[src/rtl/seq_mag_comparator_if.sv]
// Handshake and operand bundle for seq_mag_comparator.
// master: requester side (drives start, operands, signed_mode; observes status and flags).
// slave : comparator side (samples request, drives busy/done/gt/lt/eq/cycles).
interface seq_mag_comparator_if #(
    parameter int unsigned WIDTH = 16,
    parameter int unsigned CHUNK = 4
) ();
    localparam int unsigned NCHUNK = WIDTH / CHUNK;
    localparam int unsigned CW     = $clog2(NCHUNK + 1);

    logic             start;
    logic [WIDTH-1:0] a_in;
    logic [WIDTH-1:0] b_in;
    logic             signed_mode;
    logic             busy;
    logic             done;
    logic             a_gt;
    logic             a_lt;
    logic             a_eq;
    logic [CW-1:0]    cycles;

    modport master (
        output start, a_in, b_in, signed_mode,
        input  busy, done, a_gt, a_lt, a_eq, cycles
    );

    modport slave (
        input  start, a_in, b_in, signed_mode,
        output busy, done, a_gt, a_lt, a_eq, cycles
    );
endinterface

[src/rtl/seq_mag_comparator.sv]
// Multi-cycle magnitude comparator: scans CHUNK bits per clock MSB-first and
// stops at the first differing chunk. Signed compares map both operands to
// offset binary on load so a single unsigned chunk compare serves both modes.
// Ports:
//   clk   : system clock, rising edge
//   rst_n : asynchronous active-low reset
//   bus   : slave side of seq_mag_comparator_if (start/a_in/b_in/signed_mode in;
//           busy/done/a_gt/a_lt/a_eq/cycles out, all registered)
module seq_mag_comparator #(
    parameter int unsigned WIDTH = 16,
    parameter int unsigned CHUNK = 4
) (
    input  logic                 clk,
    input  logic                 rst_n,
    seq_mag_comparator_if.slave  bus
);
    localparam int unsigned NCHUNK = WIDTH / CHUNK;
    localparam int unsigned CW     = $clog2(NCHUNK + 1);
    localparam logic [WIDTH-1:0] MSB_MASK = {1'b1, {(WIDTH-1){1'b0}}};

    typedef enum logic [1:0] {
        IDLE = 2'd0,
        CMP  = 2'd1,
        DONE = 2'd2
    } state_t;

    state_t           state_q, state_d;
    logic [WIDTH-1:0] sa_q, sa_d;
    logic [WIDTH-1:0] sb_q, sb_d;
    logic [CW-1:0]    cnt_q, cnt_d;
    logic [CW-1:0]    cycles_q, cycles_d;
    logic             busy_q, busy_d;
    logic             done_q, done_d;
    logic             gt_q, gt_d;
    logic             lt_q, lt_d;
    logic             eq_q, eq_d;

    logic [CHUNK-1:0] top_a;
    logic [CHUNK-1:0] top_b;
    logic [WIDTH-1:0] flip_mask;

    // Chunk currently under compare always sits at the top of the shifters.
    assign top_a     = sa_q[WIDTH-1 -: CHUNK];
    assign top_b     = sb_q[WIDTH-1 -: CHUNK];
    // Inverting the sign bit turns two's complement order into unsigned order.
    assign flip_mask = bus.signed_mode ? MSB_MASK : '0;

    // Next-state and output logic.
    always_comb begin
        state_d  = state_q;
        sa_d     = sa_q;
        sb_d     = sb_q;
        cnt_d    = cnt_q;
        cycles_d = cycles_q;
        busy_d   = busy_q;
        done_d   = 1'b0;
        gt_d     = gt_q;
        lt_d     = lt_q;
        eq_d     = eq_q;

        case (state_q)
            IDLE: begin
                if (bus.start) begin
                    sa_d    = bus.a_in ^ flip_mask;
                    sb_d    = bus.b_in ^ flip_mask;
                    cnt_d   = '0;
                    busy_d  = 1'b1;
                    state_d = CMP;
                end
            end
            CMP: begin
                cnt_d = cnt_q + CW'(1);
                if (top_a != top_b) begin
                    gt_d     = (top_a > top_b);
                    lt_d     = (top_a < top_b);
                    eq_d     = 1'b0;
                    cycles_d = cnt_q + CW'(1);
                    done_d   = 1'b1;
                    state_d  = DONE;
                end else if (cnt_q == CW'(NCHUNK - 1)) begin
                    gt_d     = 1'b0;
                    lt_d     = 1'b0;
                    eq_d     = 1'b1;
                    cycles_d = CW'(NCHUNK);
                    done_d   = 1'b1;
                    state_d  = DONE;
                end else begin
                    sa_d = sa_q << CHUNK;
                    sb_d = sb_q << CHUNK;
                end
            end
            DONE: begin
                busy_d  = 1'b0;
                state_d = IDLE;
            end
            default: begin
                busy_d  = 1'b0;
                state_d = IDLE;
            end
        endcase
    end

    // State and output registers.
    always_ff @(posedge clk or negedge rst_n) begin
        if (!rst_n) begin
            state_q  <= IDLE;
            sa_q     <= '0;
            sb_q     <= '0;
            cnt_q    <= '0;
            cycles_q <= '0;
            busy_q   <= 1'b0;
            done_q   <= 1'b0;
            gt_q     <= 1'b0;
            lt_q     <= 1'b0;
            eq_q     <= 1'b0;
        end else begin
            state_q  <= state_d;
            sa_q     <= sa_d;
            sb_q     <= sb_d;
            cnt_q    <= cnt_d;
            cycles_q <= cycles_d;
            busy_q   <= busy_d;
            done_q   <= done_d;
            gt_q     <= gt_d;
            lt_q     <= lt_d;
            eq_q     <= eq_d;
        end
    end

    assign bus.busy   = busy_q;
    assign bus.done   = done_q;
    assign bus.a_gt   = gt_q;
    assign bus.a_lt   = lt_q;
    assign bus.a_eq   = eq_q;
    assign bus.cycles = cycles_q;
endmodule

[src/flat_wrapper.sv]
// flat-port wrapper written by rule: the top's interface ports become plain ports
module seq_mag_comparator_flat 
#(
    parameter int unsigned WIDTH = 16,
    parameter int unsigned CHUNK = 4
)
  (clk, rst_n, bus_start, bus_a_in, bus_b_in, bus_signed_mode, bus_busy, bus_done, bus_a_gt, bus_a_lt, bus_a_eq, bus_cycles);
  seq_mag_comparator_if #(.WIDTH(WIDTH), .CHUNK(CHUNK)) bus_i ();
  input  logic clk;
  input  logic rst_n;
  input wire logic [$bits(bus_i.start)-1:0] bus_start;
  input wire logic [$bits(bus_i.a_in)-1:0] bus_a_in;
  input wire logic [$bits(bus_i.b_in)-1:0] bus_b_in;
  input wire logic [$bits(bus_i.signed_mode)-1:0] bus_signed_mode;
  output wire logic [$bits(bus_i.busy)-1:0] bus_busy;
  output wire logic [$bits(bus_i.done)-1:0] bus_done;
  output wire logic [$bits(bus_i.a_gt)-1:0] bus_a_gt;
  output wire logic [$bits(bus_i.a_lt)-1:0] bus_a_lt;
  output wire logic [$bits(bus_i.a_eq)-1:0] bus_a_eq;
  output wire logic [$bits(bus_i.cycles)-1:0] bus_cycles;
  assign bus_i.start = bus_start;
  assign bus_i.a_in = bus_a_in;
  assign bus_i.b_in = bus_b_in;
  assign bus_i.signed_mode = bus_signed_mode;
  assign bus_busy = bus_i.busy;
  assign bus_done = bus_i.done;
  assign bus_a_gt = bus_i.a_gt;
  assign bus_a_lt = bus_i.a_lt;
  assign bus_a_eq = bus_i.a_eq;
  assign bus_cycles = bus_i.cycles;
  seq_mag_comparator #(.WIDTH(WIDTH), .CHUNK(CHUNK)) u_core (.clk(clk), .rst_n(rst_n), .bus(bus_i));
endmodule
[config.mk]
export PLATFORM = sky130hd
export DESIGN_NAME = seq_mag_comparator_flat
export DESIGN_NICKNAME = d
export VERILOG_FILES = /design/src/rtl/seq_mag_comparator_if.sv /design/src/rtl/seq_mag_comparator.sv /design/src/flat_wrapper.sv
export SDC_FILE = /design/constraint.sdc
export NUM_CORES = 1
export LEC_CHECK = 0
export ABC_AREA = 1
export ABC_CLOCK_PERIOD_IN_PS = 2200
export CAP_MARGIN = 20
export CORE_MARGIN = 2
export CORE_UTILIZATION = 52
export CTS_CLUSTER_DIAMETER = 200
export DETAILED_ROUTE_END_ITERATION = 12
export PLACE_DENSITY_LB_ADDON = 0.1
export SLEW_MARGIN = 20
export SYNTH_ARGS = -nofsm -noshare
export SYNTH_HDL_FRONTEND = slang
export SYNTH_SLANG_ARGS = --single-unit
[constraint.sdc]
create_clock -name clk -period 2.2 [get_ports clk]
set_clock_uncertainty 0.15 [all_clocks]
set_input_delay 0.22 -clock clk [delete_from_list [all_inputs] [get_ports clk]]
set_output_delay 0.22 -clock clk [all_outputs]
set_load 0.01 [all_outputs]
==> qor.yml, run 1 <==
status:
  status: "finished, final reports clean"
sta:
  finalCritPeriodShare_pct: 81.6
  fin_tns_setup_ns: 0
  maxSlewHeadroom_pct: 65.8
  rsz0062_at_grt: "false"
  period_minus_slack_ns: 1.79
  max_freq_mhz: 557
  drv_slew: 0
  finalSetupViolCount: 0
  hold_viol: 0
  worst_pin_slew_ns: 0.513
synth:
  synth_top_family_by_area: "simple AND/OR/NAND/NOR gates"
  synth.net_count: 343
  yosysSeqAreaShare_pct: 48.6
  syn_area_per_cell_sq_um: 7.70
  synthesis.instances: 301
  yosysUniqueCellTypes: 19
  synthesis.area_sq_um: 2320
  synth_compound_area_share_pct: 1.13
  yosysWarnings: 0
  yosys.area_share.xor_xnor_pct: 0
  synthSimpleGateAreaFrac_pct: 39.4
  synthAdderAreaFrac_pct: 3.24
  muxShareOfSynthArea_pct: 0
  synth_seq_cells: 45
power_and_ir_drop:
  power_mw: 3.62
  intPower_mw: 2.13
  pwr-share-comb_pct: 47.8
  p_sw_share_pct: 41.2
  power.density_nw_per_um2: 1260
  p_sw_mw: 1.49
  power_frac_seq_pct: 38.6
  clock_power_share_pct: 13.5
  leakagePower_nw: 1.55
  vdd_drop_max_uv: 621
min_path:
  worstHoldPathType: "in2async"
flow_run:
  cap_viol_max_count: 0
placed_design:
  place_inst: 389
  place.detailed.hpwl_um: 3280
  routabilityCongestion: 0.761
  port_buffers: 43
global_route:
  grt_usage_pct: 20.6
  grt_pass1_wl_um: 8250
  antenna_found_initial: 0
  grt_max_degree: 26
  overflow: 0
  grt_pass1_vias: 1864
cts:
  cts_buffer_depth: 2
  cts.clk_slew.worst_paths_ns: 0.08
  cts_tree: "yes"
  htree_num_levels: 2
  clk_latency_ns: 0.29
  cts_num_sinks: 45
  cts_root_buffer: "clkbuf_8"
  cts-buffers-inserted: 5
  post_cts_buffers: 0
route:
  routed_wl_um: 4640
  firstDrtPassIters: 4
  drt_iter0_markers: 164
  dr_total_vias: 2005
  drc: 0
  via_per_inst: 5.04
  detail-route-antenna-nets: 0
  wire_per_inst_um: 11.6
finish:
  fill_cells: 374
  final_nets: 387
  syn_to_final_growth_pct: 23.7
  drive_gt1_share_pct: 7.51
  stdcell_count: 398
  antenna_cells: 0
floorplan:
  die_height_um: 70.8
  io_pins: 44
  die_area_sq_um: 5010
  rows: 24
  start_util_pct: 53.6
  core_sq_um: 4320
  die_w_um: 70.8
critical_path:
  start_kind: "flip-flop"
  r2r_start: "u_core.cnt_q[0]$_DFFE_PN0P_"
  crit_fanout: 25
  reg2reg_depth: 7
  end_kind: "flip-flop"
  required_ns: 2.29
  r2r_end: "u_core.sb_q[4]$_DFFE_PN0P_"
  r2r_slack_ns: 0.41
  arrival_ns: 1.88
  crit_type: "reg2reg"
layout make-up:
cell class / count / area, sq um / area share [%]
well taps: 52 / 65.1 / 2.27
flip-flops and latches: 45 / 1130 / 39.3
inverters: 17 / 63.8 / 2.23
multi-input cells: 223 / 1010 / 35.4
clock buffers: 8 / 80.1 / 2.79
repair buffers: 53 / 515 / 18.0
timing repair:
action,4_1_cts,5_1_grt
setup endpoints to repair,0,0
gates resized for setup,0,0
hold buffers,1,0
hold endpoints to repair,20,0
power by group through the flow:
stage	clock, mW	sequential, mW	combinational (mW)
after floorplan	0	1.41	1.31
after global placement	0	1.41	1.73
after detailed placement	0	1.42	1.76
after CTS	0.502	1.40	1.76
after global routing	0.536	1.44	2.01
final	0.489	1.40	1.73
how the worst max path moves through the flow:
stage,start,endpoint,slack [ns],depth (start not counted)
after floorplan,u_core.cnt_q[0]$_DFFE_PN0P_,u_core.sa_q[12]$_DFFE_PN0P_,0.67,7
after global placement,u_core.cnt_q[0]$_DFFE_PN0P_,u_core.sb_q[13]$_DFFE_PN0P_,0.39,7
after detailed placement,u_core.cnt_q[0]$_DFFE_PN0P_,u_core.sb_q[13]$_DFFE_PN0P_,0.40,7
after CTS,u_core.sa_q[15]$_DFFE_PN0P_,u_core.sb_q[13]$_DFFE_PN0P_,0.38,7
after global routing,u_core.sb_q[15]$_DFFE_PN0P_,u_core.sb_q[14]$_DFFE_PN0P_,0.24,8
final,u_core.cnt_q[0]$_DFFE_PN0P_,u_core.sb_q[4]$_DFFE_PN0P_,0.41,7
cells in the final DEF (no fill, tap or decap):
cell type / instances
inv_1: 14
nand4_1: 8
nand2_1: 154
nor2_2: 1
nand3_1: 41
nand2_4: 2
a21oi_1: 2
buf_12: 1
clkbuf_1: 3
o22ai_1: 1
buf_2: 1
nand2_2: 3
inv_2: 3
clkbuf_8: 5
dlygate4sd3_1: 1
dfrtp_1: 45
nor2_4: 1
nor2_1: 1
nand3_4: 1
ha_1: 6
o21ai_1: 2
clkdlybuf4s50_1: 42
buf_4: 8
logic make-up (layout without fill, tap and decap cells):
group	count (synthesis)	count (layout)
compound gates	5	5
fa+ha+maj	6	6
simple gates	212	212
buf+inv	33	78
flops	45	45
critical path, stage by stage, from the launching register on:
cell     delay, ns
dfrtp_1       0.38
ha_1          0.20
ha_1          0.21
nor2_2        0.16
nand2_4       0.19
nand2_4       0.28
nand2_1       0.10
nand2_1       0.07
metal layers:
metal,global-route usage (%),vias up,routed length [um]
li1,-,1033,-
met1,28.0,917,2160
met2,33.6,50,2200
met3,3.85,5,222
met4,6.29,0,53
met5,0,-,0
cell usage after synthesis, drive strengths merged:
master / n / area (sq um)
dfrtp: 45 / 1130
o22ai: 1 / 6.26
ha: 6 / 75.1
inv: 17 / 63.8
o21ai: 2 / 10.0
nand3: 42 / 223
nand2: 159 / 619
buf: 16 / 113
a21oi: 2 / 10.0
nor2: 3 / 21.3
nand4: 8 / 50.1
state kept, by name, indices dropped and copies added, names as in the netlist:
signal             cells
u_core.cnt_q           3
u_core.bus.a_lt        1
u_core.bus.cycles      3
u_core.bus.a_gt        1
u_core.state_q         2
u_core.sa_q           16
u_core.bus.busy        1
u_core.bus.a_eq        1
u_core.bus.done        1
u_core.sb_q           16
per-stage QoR:
stage                     utilization [%]  area (sq um)  setup slack (ns)  hold WS (ns)
after floorplan                         -          2320             0.674        -0.226
after global placement               64.2          2780             0.389        0.0601
after detailed placement             64.2          2780             0.395        0.0709
after CTS                            66.3          2870             0.382         0.286
after global routing                 66.3          2870             0.244         0.343
final                                66.3          2870             0.405         0.270
(Power assumes the default switching activity.)
==> run 2, diff against run 1 <==
Settings changed: ABC_CLOCK_PERIOD_IN_PS 2200 to 1850.
Clock period 2.2 ns to 1.85 ns, I/O delays scaled along.
==> qor.yml, run 2 (synthesized netlist as in run 1, its figures left out) <==
finish:
  antenna_cells: 0
  syn_to_final_growth_pct: 24.6
  drive_gt1_share_pct: 7.51
  final_common_cell: "nand2_1"
  final_cell_mix: "nand2_1 (154), dfrtp_1 (45), clkdlybuf4s50_1 (42)"
  fill_cells: 382
  post-route-util_pct: 66.8
  final_nets: 387
  top_regs: "u_core.sa_q: 16 flops, u_core.sb_q: 16 flops"
cts:
  cts.clk_slew.worst_paths_ns: 0.08
  cts_tree: "yes"
  cts_num_sinks: 45
  htree_num_levels: 2
  clk_latency_ns: 0.30
  cts_root_buffer: "clkbuf_8"
  cts-buffers-inserted: 5
  cts_buffer_depth: 2
critical_path:
  r2r_slack_ns: 0.12
  cpLargestDelayFamily: "simple AND/OR/NAND/NOR gates"
  startpoint: "u_core.sb_q[15]$_DFFE_PN0P_"
  worstPathCellList: "inv_1 -> ha_1 -> nand2_2 -> nor2_4 -> nand2_4 -> buf_4 -> nand3_1 -> nand2_1"
  arrival_ns: 1.77
  crit_path_end: "u_core.sa_q[4]$_DFFE_PN0P_"
  cp_slowest_stage_delay_ns: 0.37
  start_kind: "flip-flop"
  crit_fanout: 15
  required_ns: 1.89
  cp_slowest_cell: "dfrtp_1"
  crit_type: "reg2reg"
  end_kind: "flip-flop"
  reg2reg_depth: 8
  cp.depth: 8
  r2r_end: "u_core.sa_q[4]$_DFFE_PN0P_"
  r2r_start: "u_core.sb_q[15]$_DFFE_PN0P_"
  path_buf_inv: 2
min_path:
  worstHoldPathType: "in2async"
route:
  via_per_inst: 5.09
  drt_iter0_markers: 150
  dr_total_vias: 2027
  drc: 0
  wire_per_inst_um: 12.8
  firstDrtPassIters: 5
  detail-route-antenna-nets: 0
  routed_wl_um: 5100
placed_design:
  place.detailed.hpwl_um: 3590
  post-place-ws_ns: 0.129
  routabilityCongestion: 0.771
  port_buffers: 43
power_and_ir_drop:
  vdd_drop_max_uv: 698
  leakagePower_nw: 1.56
  power_mw: 4.40
  power.density_nw_per_um2: 1530
sta:
  period_minus_slack_ns: 1.73
  drv_slew: 0
  finalSetupViolCount: 0
  fin_tns_setup_ns: 0
  maxSlewHeadroom_pct: 71.9
  rsz0062_at_grt: "false"
  setup_slack_ns: 0.116
  finalCritPeriodShare_pct: 93.7
  fin_hold_ws_ns: 0.196
  max_freq_mhz: 577
  worst_pin_slew_ns: 0.422
  hold_viol: 0
floorplan:
  io_pins: 44
  die_height_um: 70.8
  core_sq_um: 4320
  die_w_um: 70.8
  start_util_pct: 53.6
  die_area_sq_um: 5010
  rows: 24
global_route:
  grt_max_degree: 30
  grt_pass1_wl_um: 8720
  overflow: 0
  grt_pass1_vias: 1983
  grt_usage_pct: 21.9
  antenna_found_initial: 0
status:
  status: "finished, final reports clean"
flow_run:
  cap_viol_max_count: 0
==> run 2: layout make-up <==
type                            count  area [sq um]  share of cell area (%)
Sequential cell                    45          1130                    39.0
Clock buffer                        8          80.1                    2.77
Inverter                           17          63.8                    2.21
Timing Repair Buffer               53           528                    18.3
Tap cell                           52          65.1                    2.25
Multi-Input combinational cell    223          1020                    35.5
==> run 2: stage by stage <==
| stage | instances | area [sq um] |
|---|---|---|
| 2_1_floorplan | 301 | 2320 |
| 5_1_grt | 398 | 2890 |
| 4_1_cts | 398 | 2880 |
| 6_report | 398 | 2890 |
| 3_5_place_dp | 389 | 2790 |
| 3_3_place_gp | 389 | 2790 |
==> run 2: repair_timing <==
item                                   CTS  global route
setup endpoints to repair                0             5
hold buffers                             1             0
resized for setup                        0             1
setup buffers                            0             0
endpoints found under the hold margin   16             0
==> run 2: how the worst min path moves through the flow <==
stage | slack, ns | startpoint | cells after the start | to
global placement | -0.01 | rst_n | 1 | u_core.bus.a_lt$_DFFE_PN0P_
CTS | 0.21 | rst_n | 2 | u_core.bus.a_lt$_DFFE_PN0P_
finish | 0.20 | rst_n | 2 | u_core.bus.a_lt$_DFFE_PN0P_
global route | 0.25 | rst_n | 2 | u_core.bus.cycles[2]$_DFFE_PN0P_
floorplan | -0.26 | rst_n | 0 | u_core.bus.a_eq$_DFFE_PN0P_
detailed placement | -0.006 | rst_n | 1 | u_core.bus.a_lt$_DFFE_PN0P_
==> run 2: routing by layer <==
layer | wire length [um] | global-route usage, %
met1 | 2340 | 28.7
met2 | 2460 | 36.4
met3 | 235 | 4.99
met4 | 63 | 6.71
met5 | 0 | 0
==> run 2: power by group <==
part	switching, mW	internal [mW]	total [mW]
clock network	0.314	0.269	0.583
registers	0.239	1.44	1.68
logic	1.29	0.852	2.14
==> run 2: worst register-to-register path, delay by kind of cell (launching register included) <==
kind                     cells  cell delay, ns
buffers and inverters        2            0.27
AND/OR/NAND/NOR              5            0.54
flip-flops                   1            0.37
adder cells (fa/ha/maj)      1            0.30
==> run 3, diff against run 2 <==
Settings changed: ABC_CLOCK_PERIOD_IN_PS 1850 to unset.
==> results of run 3 <==
Final layout, timing and power as in run 2 (identical DEF).
